**config.mk**
```make
export PLATFORM = sky130hd
export DESIGN_NAME = addsub16_seq
export DESIGN_NICKNAME = d
export VERILOG_FILES = /design/src/rtl/addsub16_seq.sv
export SDC_FILE = /design/constraint.sdc
export NUM_CORES = 1
export LEC_CHECK = 0
export ABC_AREA = 1
export CAP_MARGIN = 20
export CORE_UTILIZATION = 53
export DETAILED_ROUTE_END_ITERATION = 8
export MAX_ROUTING_LAYER = met4
export PLACE_DENSITY = 0.82
export SLEW_MARGIN = 20
export SYNTH_ARGS = -nofsm -noshare
export SYNTH_HDL_FRONTEND = slang
export SYNTH_SLANG_ARGS = --single-unit
```
**constraint.sdc**
```tcl
create_clock -name clk -period 3.7 [get_ports clk]
set_input_delay 1.11 -clock clk [delete_from_list [all_inputs] [get_ports clk]]
set_output_delay 1.11 -clock clk [all_outputs]
set_load 0.03 [all_outputs]
```
**src/rtl/addsub16_seq.sv**
```systemverilog
// Nibble-serial adder/subtractor: one 4-bit carry-lookahead slice is reused LSB first,
// with optional signed saturation applied when the last nibble is written.
module addsub16_seq #(
  parameter int unsigned NIBBLES = 4
) (
  input  logic                 clk,
  input  logic                 rst_n,
  input  logic                 start,
  input  logic                 sub,
  input  logic                 sat,
  input  logic [4*NIBBLES-1:0] a,
  input  logic [4*NIBBLES-1:0] b,
  output logic [4*NIBBLES-1:0] sum,
  output logic                 cout,
  output logic                 ov,
  output logic                 zero,
  output logic                 busy,
  output logic                 done
);

  localparam int unsigned W    = 4 * NIBBLES;
  localparam int unsigned IdxW = (NIBBLES > 1) ? $clog2(NIBBLES) : 1;

  typedef enum logic [1:0] {StIdle, StRun, StDone} state_e;

  state_e            state_q, state_d;
  logic [W-1:0]      opa_q, opa_d, opb_q, opb_d;
  logic [W-1:0]      sum_q, sum_d, sum_new;
  logic [IdxW-1:0]   idx_q, idx_d;
  logic              carry_q, carry_d, sat_q, sat_d;
  logic              cout_q, cout_d, ov_q, ov_d, zero_q, zero_d;
  logic              ov_new;
  logic [3:0]        nib_a, nib_b, g, p, slice_s;
  logic [4:0]        c;

  // Operand nibble selected by the current slice index.
  always_comb begin
    nib_a = '0;
    nib_b = '0;
    for (int i = 0; i < NIBBLES; i++) begin
      if (idx_q == IdxW'(i)) begin
        nib_a = opa_q[4*i +: 4];
        nib_b = opb_q[4*i +: 4];
      end
    end
  end

  always_comb begin
    g    = nib_a & nib_b;
    p    = nib_a ^ nib_b;
    c[0] = carry_q;
    c[1] = g[0] | (p[0] & c[0]);
    c[2] = g[1] | (p[1] & g[0]) | (p[1] & p[0] & c[0]);
    c[3] = g[2] | (p[2] & g[1]) | (p[2] & p[1] & g[0]) | (p[2] & p[1] & p[0] & c[0]);
    c[4] = g[3] | (p[3] & g[2]) | (p[3] & p[2] & g[1]) | (p[3] & p[2] & p[1] & g[0])
         | (p[3] & p[2] & p[1] & p[0] & c[0]);
    slice_s = p ^ c[3:0];
  end

  always_comb begin
    state_d = state_q;
    opa_d   = opa_q;
    opb_d   = opb_q;
    sum_d   = sum_q;
    idx_d   = idx_q;
    carry_d = carry_q;
    sat_d   = sat_q;
    cout_d  = cout_q;
    ov_d    = ov_q;
    zero_d  = zero_q;
    sum_new = sum_q;
    ov_new  = c[4] ^ c[3];
    unique case (state_q)
      StIdle: begin
        if (start) begin
          opa_d   = a;
          opb_d   = sub ? ~b : b;
          carry_d = sub;
          idx_d   = '0;
          sat_d   = sat;
          state_d = StRun;
        end
      end
      StRun: begin
        for (int i = 0; i < NIBBLES; i++) begin
          if (idx_q == IdxW'(i)) sum_new[4*i +: 4] = slice_s;
        end
        carry_d = c[4];
        idx_d   = idx_q + IdxW'(1);
        if (idx_q == IdxW'(NIBBLES - 1)) begin
          cout_d = c[4];
          ov_d   = ov_new;
          if (sat_q && ov_new) begin
            sum_new = opa_q[W-1] ? {1'b1, {(W-1){1'b0}}} : {1'b0, {(W-1){1'b1}}};
          end
          zero_d  = (sum_new == '0);
          idx_d   = '0;
          state_d = StDone;
        end
        sum_d = sum_new;
      end
      StDone:  state_d = StIdle;
      default: state_d = StIdle;
    endcase
  end

  always_ff @(posedge clk or negedge rst_n) begin
    if (!rst_n) begin
      state_q <= StIdle;
      opa_q   <= '0;
      opb_q   <= '0;
      sum_q   <= '0;
      idx_q   <= '0;
      carry_q <= 1'b0;
      sat_q   <= 1'b0;
      cout_q  <= 1'b0;
      ov_q    <= 1'b0;
      zero_q  <= 1'b0;
    end else begin
      state_q <= state_d;
      opa_q   <= opa_d;
      opb_q   <= opb_d;
      sum_q   <= sum_d;
      idx_q   <= idx_d;
      carry_q <= carry_d;
      sat_q   <= sat_d;
      cout_q  <= cout_d;
      ov_q    <= ov_d;
      zero_q  <= zero_d;
    end
  end

  assign sum  = sum_q;
  assign cout = cout_q;
  assign ov   = ov_q;
  assign zero = zero_q;
  assign busy = (state_q != StIdle);
  assign done = (state_q == StDone);

endmodule

```
# Yosys cells after proc, flatten, opt, wreduce, memory -nomap -nowiden
# Cells that the tools add are included.
# totals
ff_bits,57
inputBits,37
out_inout_bits,21
word_cells,85
# op_classes
add_sub_neg,1
eq_ne,7
mux,26
n_bitwise,31
reduce_logical,10
# ops
operator,n
two-way mux 16 bit,6
two-way mux 4 bit,12
bitwise AND 1 bit,16
logical NOT 16 bit,1
NOT 16 bit,1
bitwise OR 1 bit,10
two-way mux 2 bit,4
one-hot mux 2 bit (2 select lines),2
AND reduction 2 bit,4
bitwise XOR 4 bit,2
equality test 2 bit (second input constant),3
bitwise AND 4 bit,1
equality test 2 x 1 -> 1 bit (second input constant),2
logical NOT 2 bit,2
inequality test 2 bit (second input constant),2
nonzero test 2 bit,2
adder 2 x 1 -> 2 bit (second input constant),1
one-hot mux 1 bit (2 select lines),1
logical AND 1 bit,1
two-way mux 1 bit,1
bitwise XOR 1 bit,1

# Longest topological paths before layout
# depth
depth_word,17
depth_mapped,23
mapped_depth_nobuf,22

# Worst setup path after synthesis
# OpenSTA, ideal clock, no wires.
# synth_path
kind,register -> register
startpoint,register idx_q[0]
endpoint,"register sum_q[7], in the netlist sum[7]"
setup_time_ps,124
t_arrival_ps,2734
t_required_ps,3576
slack_ps,842
stages_incl_launch_ff,20
path_buffers,3
synth_period_minus_slack_ps,2858
cell_sequence,dfrtp_1 > inv_1 > ha_1 > clkbuf_1 > inv_1 > clkbuf_1 > o211ai_1 > a21oi_1 > ha_1 > nand2_1 > nand2_1 > nand3_2 > nand2_2 > nand2_2 > nand2_4 > nand3_2 > buf_4 > nand2_1 > a22oi_1 > nand2_1
# synth_between
elab_chain_len,17
elab_cells_between_ends,41
cone_classes,eq/ne: 3; mux: 13; bitwise: 23; reduce/logical: 2
# synth_rtl
element,line,source
from (decl),29,"logic [IdxW-1:0] idx_q, idx_d;"
from (signal assigned),124,idx_q <= idx_d;
logical NOT 2 bit,41,if (idx_q == IdxW'(i)) begin
two-way mux 4 bit (4 in a row),41,
bitwise XOR 4 bit / bitwise AND 4 bit (equally long branches),"50, 49",
"bitwise AND 1 bit, on equally long branches","55, 56",
bitwise OR 1 bit (tied with other cells) (2 in a row),55,c[4] = g[3] | (p[3] & g[2]) | (p[3] & p[2] & g[1]) | (p[3] & p[2] & p[1] & g[0])
bitwise OR 1 bit / bitwise AND 1 bit (equally long branches),"55, 56",
bitwise OR 1 bit,56,| (p[3] & p[2] & p[1] & p[0] & c[0]);
bitwise XOR 1 bit,72,ov_new = c[4] ^ c[3];
logical AND 1 bit,93,if (sat_q && ov_new) begin
two-way mux 16 bit,93,
two-way mux 16 bit,90,if (idx_q == IdxW'(NIBBLES - 1)) begin
two-way mux 16 bit,73,unique case (state_q)
two-way mux 16 bit (*),90,
to (signal assigned),123,sum_q <= sum_d;
to (decl),28,"logic [W-1:0] sum_q, sum_d, sum_new;"
# Every way passes the cells marked *; elsewhere a longest branch is shown, timed or not. The select of a mux whose other input is x is not followed.
# A chain may end at the register's enable or synchronous reset.

# Worst setup path after layout
# layout_path
startpoint,register idx_q[0]
endpoint,"register zero_q, in the netlist zero"
# layout_between
elab_chain_len,17
elab_cells_between_ends,52
cone_classes,eq/ne: 3; mux: 15; bitwise: 30; reduce/logical: 4
# layout_rtl
element,line,source
logical NOT 2 bit,"41, 86",
two-way mux 4 bit (4 in a row),41,
bitwise XOR 4 bit / bitwise AND 4 bit (equally long branches),"50, 49",
"bitwise AND 1 bit, on equally long branches","55, 56",
bitwise OR 1 bit (tied with other cells) (2 in a row),55,
bitwise OR 1 bit / bitwise AND 1 bit (equally long branches),"55, 56",
bitwise OR 1 bit,56,
bitwise XOR 1 bit,72,
logical AND 1 bit,93,
two-way mux 16 bit,93,
two-way mux 16 bit,90,
two-way mux 16 bit,73,
logical NOT 16 bit,96,zero_d = (sum_new == '0);
to (signal assigned),129,zero_q <= zero_d;
to (decl),31,"logic cout_q, cout_d, ov_q, ov_d, zero_q, zero_d;"
# Several ways; a longest one is shown, not always the timed one. The select of a mux whose other input is x is not followed.

==> impl_summary.txt <==
----------------------------------------------------
[STA]
  Unrepaired setup endpoints after global routing ... false
  Final hold violations ... 0
  Relative max-transition margin ... around 44%
  Total Negative Setup Slacks ... 0 ps
  Least setup slack across all paths after layout ... 464 ps
  Total of endpoints with negative setup slack in the final report ... 0
  Slew at the pin closest to its max-slew limit ... between 800 and 900 ps
  Fin. max-slew vios ... 0
  Final min period ... around 3200 ps
  Share of the cycle needed by the critical path after routing ... 87.5%
  Hold_ws ... 483 ps
  Maximum clock rate ... 0.309 GHz
  Worst clock skew on the final layout ... between 6 and 7 ps

[Die]
  Std cell rows ... 28
  Number of I/O pins ... a little under 60
  Vertical die dimension ... between 80 and 90 um
  Area of the placeable core ... 0.00592 mm^2
  Effective utilization at floorplan ... 55.0%
  Die width ... 80.4 um
  DIE AREA ... about 0.0065 mm^2

[Logic synthesis]
  Flip-flop and latch count after synthesis ... 57
  Largest cells by area after synthesis ... dfrtp_1 (44%), nand2_1 (20%), o21ai_0 (6.1%)
  Async set-reset flop share out of synthesis ... 100%
  Syn avg cell area ... 7.43 um^2
  Sequential cell area fraction in the yosys report ... between 40% and 50%
  Most instantiated cells after synthesis ... nand2_1 (175), dfrtp_1 (57), o21ai_0 (40)
  Distinct cells, synth ... 28
  Leading area contributor after synthesis ... dfrtp_1
  Area of the mapped netlist ... 0.00326 mm^2
  Yosys top cell area share ... 43.8%
  Primary flip-flop cell chosen by synthesis mapping ... dfrtp_1
  Count of flip-flops with a built-in enable after synthesis ... 0
  Most used standard cell by instance count after synthesis ... nand2_1
  Total of warnings raised by yosys ... 0
  Net count after synthesis ... between 400 and 500
  Syn Inst Count ... 438

[Worst setup path]
  CP Class ... flip-flop to flip-flop
  Critical-path cell with the highest stage delay ... dfrtp_1
  Cell chain of the critical path ... inv_1 > ha_1 > clkinvlp_4 > o21ai_0 > a21oi_1 > ha_1 > inv_1 > nand2_1 > nand2_1 > o21ai_0 > o31ai_1 > nand3_1 > nor2_1 > nand3_1 > nand2_1
  Register-to-Register Path Depth ... 15
  Most frequent CP cell ... nand2_1
  Critical register-to-register path endpoint ... zero
  Largest incremental delay on the critical path ... roughly 430 ps
  Maximum fanout encountered on the critical timing path ... 13
  Launch point of the worst reg-to-reg path ... idx_q[0]
  Startpoint of the worst setup timing path ... idx_q[0]
  Category of the worst setup path launch point ... flip-flop
  Data required time at the worst endpoint ... 3980 ps
  CP Capture Point ... zero
  Worst EP arrival ... approximately 3500 ps
  Worst-case register-to-register setup slack ... 460 ps
  Worst Setup End Kind ... flip-flop

[Placed design]
  Post-DP HPWL ... slightly below 6000 um
  Routability congestion estimate from global placement ... 0.897
  Port bufs ... 57
  Pre-CTS worst setup slack ... between 200 and 300 ps

[Clocking]
  Post-CTS Hold Buffers ... 0
  CTS Root Cell ... clkbuf_8
  Insertion delay to the later sink of the worst-skew pair ... 350 ps
  Number of buffers on the longest clock path ... 2
  Clock-pin slew on the worst setup and hold paths ... around 60 ps
  Total clock buffers created by CTS ... 9
  CTS tree ... built
  Maximum level of the CTS H-tree ... 3
  Num Clock Sinks ... 57

[Route]
  Wire length reported by the detailed router ... around 8000 um
  Antenna Nets Post-Route ... 0
  WL/cell ... 14.0 um
  Post-route DRC ... 0
  DR iter-0 viols ... 174
  Total number of vias ... 3,040
  Routed via count divided by cell count ... 5.34
  DRT Pass-1 Iters ... 5

[Final layout]
  Synthesis-to-layout area growth ... 24.2%
  Share of final-layout standard cells stronger than drive strength 1 ... ~6.5%
  Number of diodes added for antenna fixing ... 0
  Number of nets in the layout ... ~540

[GRT]
  Wire length of the first global-routing pass ... 13,200 um
  Gr usage total ... ~28%
  Maximum number of pins on one net before global-route repair ... 50
  Total overflow reported by the global router ... 0
  Antenna violations before repair ... 0
  Number of global-route vias before repair ... 2,897

[Job]
  Reported max-cap violation count ... 0

[Status]
  Result of the run ... finished, final reports clean

[Hold path]
  Type of the worst min-delay path ... flip-flop to flip-flop

----------------------------------------------------
-- worst min-delay path by stage --
stage | endpoint | slack, ps | depth (start not counted) | from
2_1_floorplan | opa_q[10] | 440 | 2 | opa_q[10]
3_3_place_gp | opa_q[9] | 460 | 2 | opa_q[9]
3_5_place_dp | opa_q[9] | 460 | 2 | opa_q[9]
4_1_cts | opa_q[9] | 480 | 2 | opa_q[9]
5_1_grt | opa_q[6] | 510 | 2 | opa_q[6]
6_report | opa_q[9] | 480 | 2 | opa_q[9]
-- worst max-delay path, delay by kind of cell, from the launching register on --
kind                       cells  cell delay [ps]
and+or+nand+nor                6              580
DFF                            1              430
adders and majority gates      2              740
buffers and inverters          3              510
AOI/OAI and AO/OA              4              900
-- repair_timing --
action / CTS / global route
buffers inserted: 0 / 2
resized for setup: 0 / 3
setup endpoints to repair: 0 / 5
-- final cells by class --
type / instances / area, um^2
Clock inverter: 4 / 45.0
Timing Repair Buffer: 62 / 603
Tap cell: 75 / 93.8
Inverter: 32 / 124
Multi-Input combinational cell: 328 / 1620
Sequential cell: 57 / 1430
Clock buffer: 11 / 131
Fill cell: 512 / 1880
-- routing by layer --
layer,track usage [%],share of wire (%)
met2,45.8,49
met1,33.0,43
met5,-,0
met3,6.59,5.2
met4,12.5,2.9
-- stage by stage --
step                      cell area, um^2  utilization [%]  instances
final                                4040             68.3        569
after global routing                 4040             68.3        569
after CTS                            4020             67.8        567
after detailed placement             3840             64.8        552
after global placement               3840             64.8        552
after floorplan                      3260                -        438
-- cells by family (layout without fill, tap and decap cells) --
family	after synthesis	count (layout)	share of synthesized area [%]
xor gates and xnor gates	16	16	4.30
adders and majority gates	9	9	3.69
and+or+nand+nor	235	235	29.9
DFF	57	57	43.8
buffers and inverters	53	109	6.73
AOI/OAI and AO/OA	68	68	11.6
-- cell usage in the layout, fill, tap and decap left out, types with 2 or more instances in the layout --
cell	n
o211ai_1	6
inv_1	29
inv_2	2
clkbuf_1	2
dfrtp_1	57
xnor2_1	16
nand2_1	175
clkinv_2	3
nand2_4	2
nand3_1	31
nand3_2	2
a21oi_1	13
clkbuf_8	9
ha_1	7
o21ai_0	40
o21ai_1	2
nor2_1	17
a22oi_1	2
nand4_1	3
buf_4	5
nand2_2	4
clkdlybuf4s50_1	56
-- registers in the layout (all words and copies together) (netlist names) --
signal,count
opb_q,16
sum,16
idx_q,2
state_q,2
carry_q,1
ov,1
sat_q,1
cout,1
zero,1
opa_q,16
Power is left out: the tool's default activity adds up to more than one toggle a clock period on the data nets, which glitch-free logic cannot reach.
